--- src/rtl/reset_ce_sequencer.sv ---
`default_nettype none
// ============================================================================
// reset_ce_sequencer
// Holds NUM_STAGES banks in reset, then releases them in index order.
// Revision: 1.0
// ============================================================================
module reset_ce_sequencer #(
   parameter int NUM_STAGES  = 4,
   parameter int HOLD_CYCLES = 16,
   parameter int STEP_CYCLES = 8
) (
   input  logic                  clk,
   input  logic                  i_sr_n,
   input  logic                  i_req,
   input  logic                  i_halt,
   output logic [NUM_STAGES-1:0] o_sr_out,
   output logic [NUM_STAGES-1:0] o_ce_out,
   output logic                  o_done,
   output logic                  o_busy
);

   localparam int c_MAX_CNT = (HOLD_CYCLES > STEP_CYCLES) ? HOLD_CYCLES : STEP_CYCLES;
   localparam int c_CW      = $clog2(c_MAX_CNT + 1);
   localparam int c_IW      = $clog2(NUM_STAGES) + 1;

   localparam logic [c_CW-1:0] c_HOLD_LOAD = c_CW'(HOLD_CYCLES - 1);
   localparam logic [c_CW-1:0] c_STEP_LOAD = c_CW'(STEP_CYCLES - 1);
   localparam logic [c_IW-1:0] c_LAST_IDX  = c_IW'(NUM_STAGES - 1);

   typedef enum logic [1:0] {
      ST_ASSERT  = 2'd0,
      ST_RELEASE = 2'd1,
      ST_RUN     = 2'd2
   } state_t;

   state_t                r_state;
   logic [c_CW-1:0]       r_cnt;
   logic [c_IW-1:0]       r_idx;
   logic [NUM_STAGES-1:0] r_sr;
   logic [NUM_STAGES-1:0] r_ce;
   logic                  r_done;

   state_t                w_nxt_state;
   logic [c_CW-1:0]       w_nxt_cnt;
   logic [c_IW-1:0]       w_nxt_idx;
   logic [NUM_STAGES-1:0] w_nxt_sr;
   logic [NUM_STAGES-1:0] w_nxt_ce;
   logic                  w_nxt_done;
   logic [NUM_STAGES-1:0] w_sel;

   // One-hot of the stage due for release; the index is 0 throughout ASSERT.
   always_comb begin
      w_sel = '0;
      for (int i = 0; i < NUM_STAGES; i++) begin
         if (r_idx == c_IW'(i)) begin
            w_sel[i] = 1'b1;
         end
      end
   end

   always_ff @(posedge clk) begin
      if (!i_sr_n) begin
         r_state <= ST_ASSERT;
         r_cnt   <= c_HOLD_LOAD;
         r_idx   <= '0;
         r_sr    <= '1;
         r_ce    <= '0;
         r_done  <= 1'b0;
      end else begin
         r_state <= w_nxt_state;
         r_cnt   <= w_nxt_cnt;
         r_idx   <= w_nxt_idx;
         r_sr    <= w_nxt_sr;
         r_ce    <= w_nxt_ce;
         r_done  <= w_nxt_done;
      end
   end

   always_comb begin
      w_nxt_state = r_state;
      w_nxt_cnt   = r_cnt;
      w_nxt_idx   = r_idx;
      w_nxt_sr    = r_sr;
      // Enable follows the registered reset, so it lags release by one cycle.
      w_nxt_ce    = ~r_sr & {NUM_STAGES{~i_halt}};
      w_nxt_done  = (r_state == ST_RUN);

      if (i_req) begin
         w_nxt_state = ST_ASSERT;
         w_nxt_cnt   = c_HOLD_LOAD;
         w_nxt_idx   = '0;
         w_nxt_sr    = '1;
         w_nxt_ce    = '0;
         w_nxt_done  = 1'b0;
      end else begin
         case (r_state)
            ST_ASSERT: begin
               if (r_cnt == '0) begin
                  w_nxt_sr  = r_sr & ~w_sel;
                  w_nxt_cnt = c_STEP_LOAD;
                  w_nxt_idx = c_IW'(1);
                  if (NUM_STAGES == 1) begin
                     w_nxt_state = ST_RUN;
                  end else begin
                     w_nxt_state = ST_RELEASE;
                  end
               end else begin
                  w_nxt_cnt = r_cnt - c_CW'(1);
               end
            end
            ST_RELEASE: begin
               if (r_cnt == '0) begin
                  w_nxt_sr  = r_sr & ~w_sel;
                  w_nxt_cnt = c_STEP_LOAD;
                  if (r_idx == c_LAST_IDX) begin
                     w_nxt_state = ST_RUN;
                  end else begin
                     w_nxt_idx = r_idx + c_IW'(1);
                  end
               end else begin
                  w_nxt_cnt = r_cnt - c_CW'(1);
               end
            end
            ST_RUN: begin
               w_nxt_state = ST_RUN;
            end
            default: begin
               w_nxt_state = ST_ASSERT;
               w_nxt_cnt   = c_HOLD_LOAD;
               w_nxt_idx   = '0;
               w_nxt_sr    = '1;
               w_nxt_ce    = '0;
            end
         endcase
      end
   end

   assign o_sr_out = r_sr;
   assign o_ce_out = r_ce;
   assign o_done   = r_done;
   assign o_busy   = ~r_done;

endmodule
`default_nettype wire

--- config.mk ---
export PLATFORM = sky130hd
export DESIGN_NAME = reset_ce_sequencer
export DESIGN_NICKNAME = d
export VERILOG_FILES = /design/src/rtl/reset_ce_sequencer.sv
export SDC_FILE = /design/constraint.sdc
export NUM_CORES = 1
export LEC_CHECK = 0
export ABC_AREA = 1
export CORE_UTILIZATION = 33
export DETAILED_ROUTE_END_ITERATION = 10
export GPL_ROUTABILITY_DRIVEN = 1
export SETUP_SLACK_MARGIN = 0.15
export SYNTH_ARGS = -nofsm -noshare
export SYNTH_HDL_FRONTEND = slang
export SYNTH_SLANG_ARGS = --single-unit
--- constraint.sdc ---
create_clock -name clk -period 1.4 [get_ports clk]
set_input_delay 0.21 -clock clk [delete_from_list [all_inputs] [get_ports clk]]
set_output_delay 0.21 -clock clk [all_outputs]
set_load 0.05 [all_outputs]
==> impl_table.tex <==
\begin{tabular}{lr}
\hline
Metric & Value \\
\hline
\multicolumn{2}{l}{\textbf{Synthesis}} \\
\quad Largest cells by area after synthesis & sky130\_fd\_sc\_hd\_\_dfxtp\_1 37\%, sky130\_fd\_sc\_hd\_\_ha\_1 12\%, sky130\_fd\_sc\_hd\_\_nand2\_1 11\% \\
\quad Cell with the most instances after synthesis & sky130\_fd\_sc\_hd\_\_nand2\_1 \\
\quad Most used standard cells in the synthesized netlist & 30 x sky130\_fd\_sc\_hd\_\_nand2\_1, 19 x sky130\_fd\_sc\_hd\_\_dfxtp\_1, 18 x sky130\_fd\_sc\_hd\_\_nor2\_1 \\
\quad Most used flip-flop cell after synthesis & sky130\_fd\_sc\_hd\_\_dfxtp\_1 \\
\quad Synth area leader & sky130\_fd\_sc\_hd\_\_dfxtp\_1 \\
\quad Ys async rst share & 0 \\
\quad Share of the synthesized area in the top cell type & 0.3744 \\
\quad Sequential element share of the synthesized area & 0.3744 \\
\quad Number of synthesized register bits & 19 \\
\quad Post-Synthesis Net Count & 142 \\
\quad Post-Syn Instances & 128 \\
\quad Number of enable flip-flop cells after synthesis & 0 \\
\quad Yosys warning total & 0 \\
\quad Mapped cell area & 0.001016 mm² \\
\quad Cell variety after synth & 26 \\
\quad Avg Inst Size Synth & 7.937 µm² \\
\multicolumn{2}{l}{\textbf{Placement}} \\
\quad Port Buffer Count & 13 \\
\quad Pre-CTS setup slack & 0.05480 ns \\
\quad Routability cong. & 0.7478 \\
\quad Placed wire-length estimate & 1319 µm \\
\multicolumn{2}{l}{\textbf{Clocking}} \\
\quad Total number of H-tree levels & 1 \\
\quad CTS Root Cell & sky130\_fd\_sc\_hd\_\_clkbuf\_4 \\
\quad TritonCTS clock tree & yes \\
\quad Worst-path clk slew & 0.10 ns \\
\quad Max clock buf depth & 2 \\
\quad Clock network latency to the later pin of the worst-skew pair & 0.29 ns \\
\quad Hold buffers post-CTS & 0 \\
\quad Clock sink total & 19 \\
\quad Inserted Clock Buffers & 3 \\
\multicolumn{2}{l}{\textbf{Timing}} \\
\quad RSZ-0062 raised after global routing & true \\
\quad Skew final & 0.006277 ns \\
\quad Final Critical Period & 1.244 ns \\
\quad Setup\_tns & 0 ns \\
\quad Number of pins exceeding their max-slew limit in the final report & 0 \\
\quad Final count of negative-setup-slack endpoints & 0 \\
\quad Upper clock frequency limit & 803.8 MHz \\
\quad Worst slew margin relative to its limit & 0.8596 \\
\quad Final setup margin & 0.1560 ns \\
\quad Transition time of the tightest slew-check pin & 0.2084 ns \\
\quad Final hold viol count & 0 \\
\quad Fin crit share & 0.8886 \\
\multicolumn{2}{l}{\textbf{Flow run}} \\
\quad Number of max-capacitance violations reported & 0 \\
\multicolumn{2}{l}{\textbf{Layout}} \\
\quad Fraction of layout instances using a drive strength above 1 & 0.4106 \\
\quad Diodes inserted & 0 \\
\quad NumNets Final & 166 \\
\quad Layout area overhead & 46.06\% \\
\multicolumn{2}{l}{\textbf{Floorplan}} \\
\quad Starting density of the core & 0.3591 \\
\quad Core area & 0.002829 mm² \\
\quad Chip Width & 57.49 µm \\
\quad \# IOs & 14 \\
\quad Die Footprint & 0.003305 mm² \\
\quad Cell Rows & 19 \\
\quad Die outline height & 57.49 µm \\
\multicolumn{2}{l}{\textbf{GRT}} \\
\quad Via count of the first global-routing pass & 684 \\
\quad Initial antenna violation count & 0 \\
\quad Pin count of the biggest net entering global routing & 11 \\
\quad Wire length of the first global-routing pass & 2898 µm \\
\quad Global route total overflow & 0 \\
\quad Total routing usage reported by global routing & 0.1142 \\
\multicolumn{2}{l}{\textbf{Setup path}} \\
\quad Slowest stage delay, CP & 0.37 ns \\
\quad Slack of the worst reg-to-reg path & 0.16 ns \\
\quad Element type at the critical path start & register \\
\quad Worst Setup End Kind & register \\
\quad Worst endpoint data arrival time & 1.44 ns \\
\quad Crit-path max FO & 4 \\
\quad Type of the worst setup path & register to register \\
\quad Highest-delay cell along the critical path & sky130\_fd\_sc\_hd\_\_dfxtp\_4 \\
\quad Endpoint required time on the critical path & 1.60 ns \\
\quad Crit-path cells & ha\_4 > ha\_4 > or2\_4 > nand2\_4 > nand2\_1 > nand2\_1 > nor2\_1 \\
\multicolumn{2}{l}{\textbf{Routing}} \\
\quad Routed via count divided by cell count & 4.412 \\
\quad Routed Antenna Nets & 0 \\
\quad Detailed-route wire length per cell & 9.566 µm \\
\quad Final routed DRC violation total & 3 \\
\quad Total via count after detailed routing & 803 \\
\quad Routed wire length & 1741 µm \\
\quad First-pass DRT Iterations & 7 \\
\quad Violation count after the first detailed-route iteration & 15 \\
\multicolumn{2}{l}{\textbf{Outcome}} \\
\quad Violated checks & DRC \\
\quad Run status & finished, violations left \\
\multicolumn{2}{l}{\textbf{Worst hold path}} \\
\quad HP Class & register to register \\
\multicolumn{2}{l}{\textbf{Pwr}} \\
\quad Pwr/cell area & 578.3 mW/mm² \\
\quad Static Leak & 0.6533 nW \\
\quad Worst vdd rail ir drop & 0.3121 mV \\
\hline
\end{tabular}
## area by class of cell
class | instances | area [µm²]
Multi-Input combinational cell | 87 | 643.1
Sequential cell | 19 | 399.1
Fill cell | 260 | 1345
Clock buffer | 4 | 26.28
Tap cell | 31 | 38.79
Timing Repair Buffer | 20 | 295.3
Inverter | 21 | 81.33
## cells in the final DEF, fill, tap and decap left out, types with 2 or more instances in the layout
master / count
sky130_fd_sc_hd__a21oi_1: 3
sky130_fd_sc_hd__a21oi_4: 2
sky130_fd_sc_hd__buf_12: 11
sky130_fd_sc_hd__buf_4: 6
sky130_fd_sc_hd__clkbuf_4: 3
sky130_fd_sc_hd__clkdlybuf4s50_1: 3
sky130_fd_sc_hd__dfxtp_1: 12
sky130_fd_sc_hd__dfxtp_2: 3
sky130_fd_sc_hd__dfxtp_4: 4
sky130_fd_sc_hd__ha_1: 4
sky130_fd_sc_hd__ha_4: 5
sky130_fd_sc_hd__inv_1: 9
sky130_fd_sc_hd__inv_2: 11
sky130_fd_sc_hd__nand2_1: 29
sky130_fd_sc_hd__nand2_4: 5
sky130_fd_sc_hd__nand3_1: 2
sky130_fd_sc_hd__nor2_1: 17
sky130_fd_sc_hd__nor2_2: 2
sky130_fd_sc_hd__nor2_4: 2
sky130_fd_sc_hd__o21ai_1: 2
sky130_fd_sc_hd__xor2_1: 2
## timing repair
action / 4_1_cts / 5_1_grt
endpoints found under the hold margin: 0 / 0
gates resized for setup: 14 / 17
pin swaps: 3 / 11
setup buffers: 2 / 3
setup endpoints to repair: 14 / 13
## routing by layer
layer  vias up  routed length [µm]  global-route usage
met4         0                  36             0.06272
li1        436                   -                   -
met3         4                  66             0.02041
met2        19                 808              0.1761
met1       344                 829              0.1506
met5         -                   0                   0
## registers in the layout, indices dropped and copies added, names as in the netlist
| name | cells |
|---|---|
| r_state | 2 |
| o_done | 1 |
| o_ce_out | 4 |
| r_idx | 3 |
| r_cnt | 5 |
| o_sr_out | 4 |
## where the power goes
| part | switching, mW | internal [mW] |
|---|---|---|
| Clock | 0.160 | 0.111 |
| Sequential | 0.00220 | 0.536 |
| Combinational | 0.0256 | 0.0235 |
| Total | 0.188 | 0.670 |
## stage by stage
stage	instances	hold WS (ns)	total power [mW]	area, µm²	util
after CTS	179	0.4743	0.8726	1403	0.4958
final	182	0.4825	0.8582	1484	0.5245
after global placement	173	0.4520	0.5990	1311	0.4635
after floorplan	128	0.3747	0.5819	1032	-
after detailed placement	173	0.4605	0.5997	1311	0.4635
after global routing	182	0.5027	0.9029	1484	0.5245
## worst max-delay path: cells and delay by family, from the launching register on
family | cells | cell delay (ns)
simple gates | 5 | 0.46
flops | 1 | 0.37
fa+ha+maj | 2 | 0.32
## logic make-up (layout without fill, tap and decap cells)
logic type,Yosys count,in the layout,synth area share
fa+ha+maj,10,10,0.1232
compound gates,10,10,0.06650
xor+xnor,2,2,0.01724
simple gates,65,65,0.3362
buf+inv,22,45,0.08250
flops,19,19,0.3744
## path summary, 6_finish.rpt
kind,from,endpoint,depth (start not counted)
max reg2reg,r_idx[0],r_state[1],7
min reg2reg,r_cnt[4],r_cnt[4],2
max,r_idx[0],r_state[1],7
min,r_cnt[4],r_cnt[4],2
No activity file was read; power rests on OpenSTA's default activity.
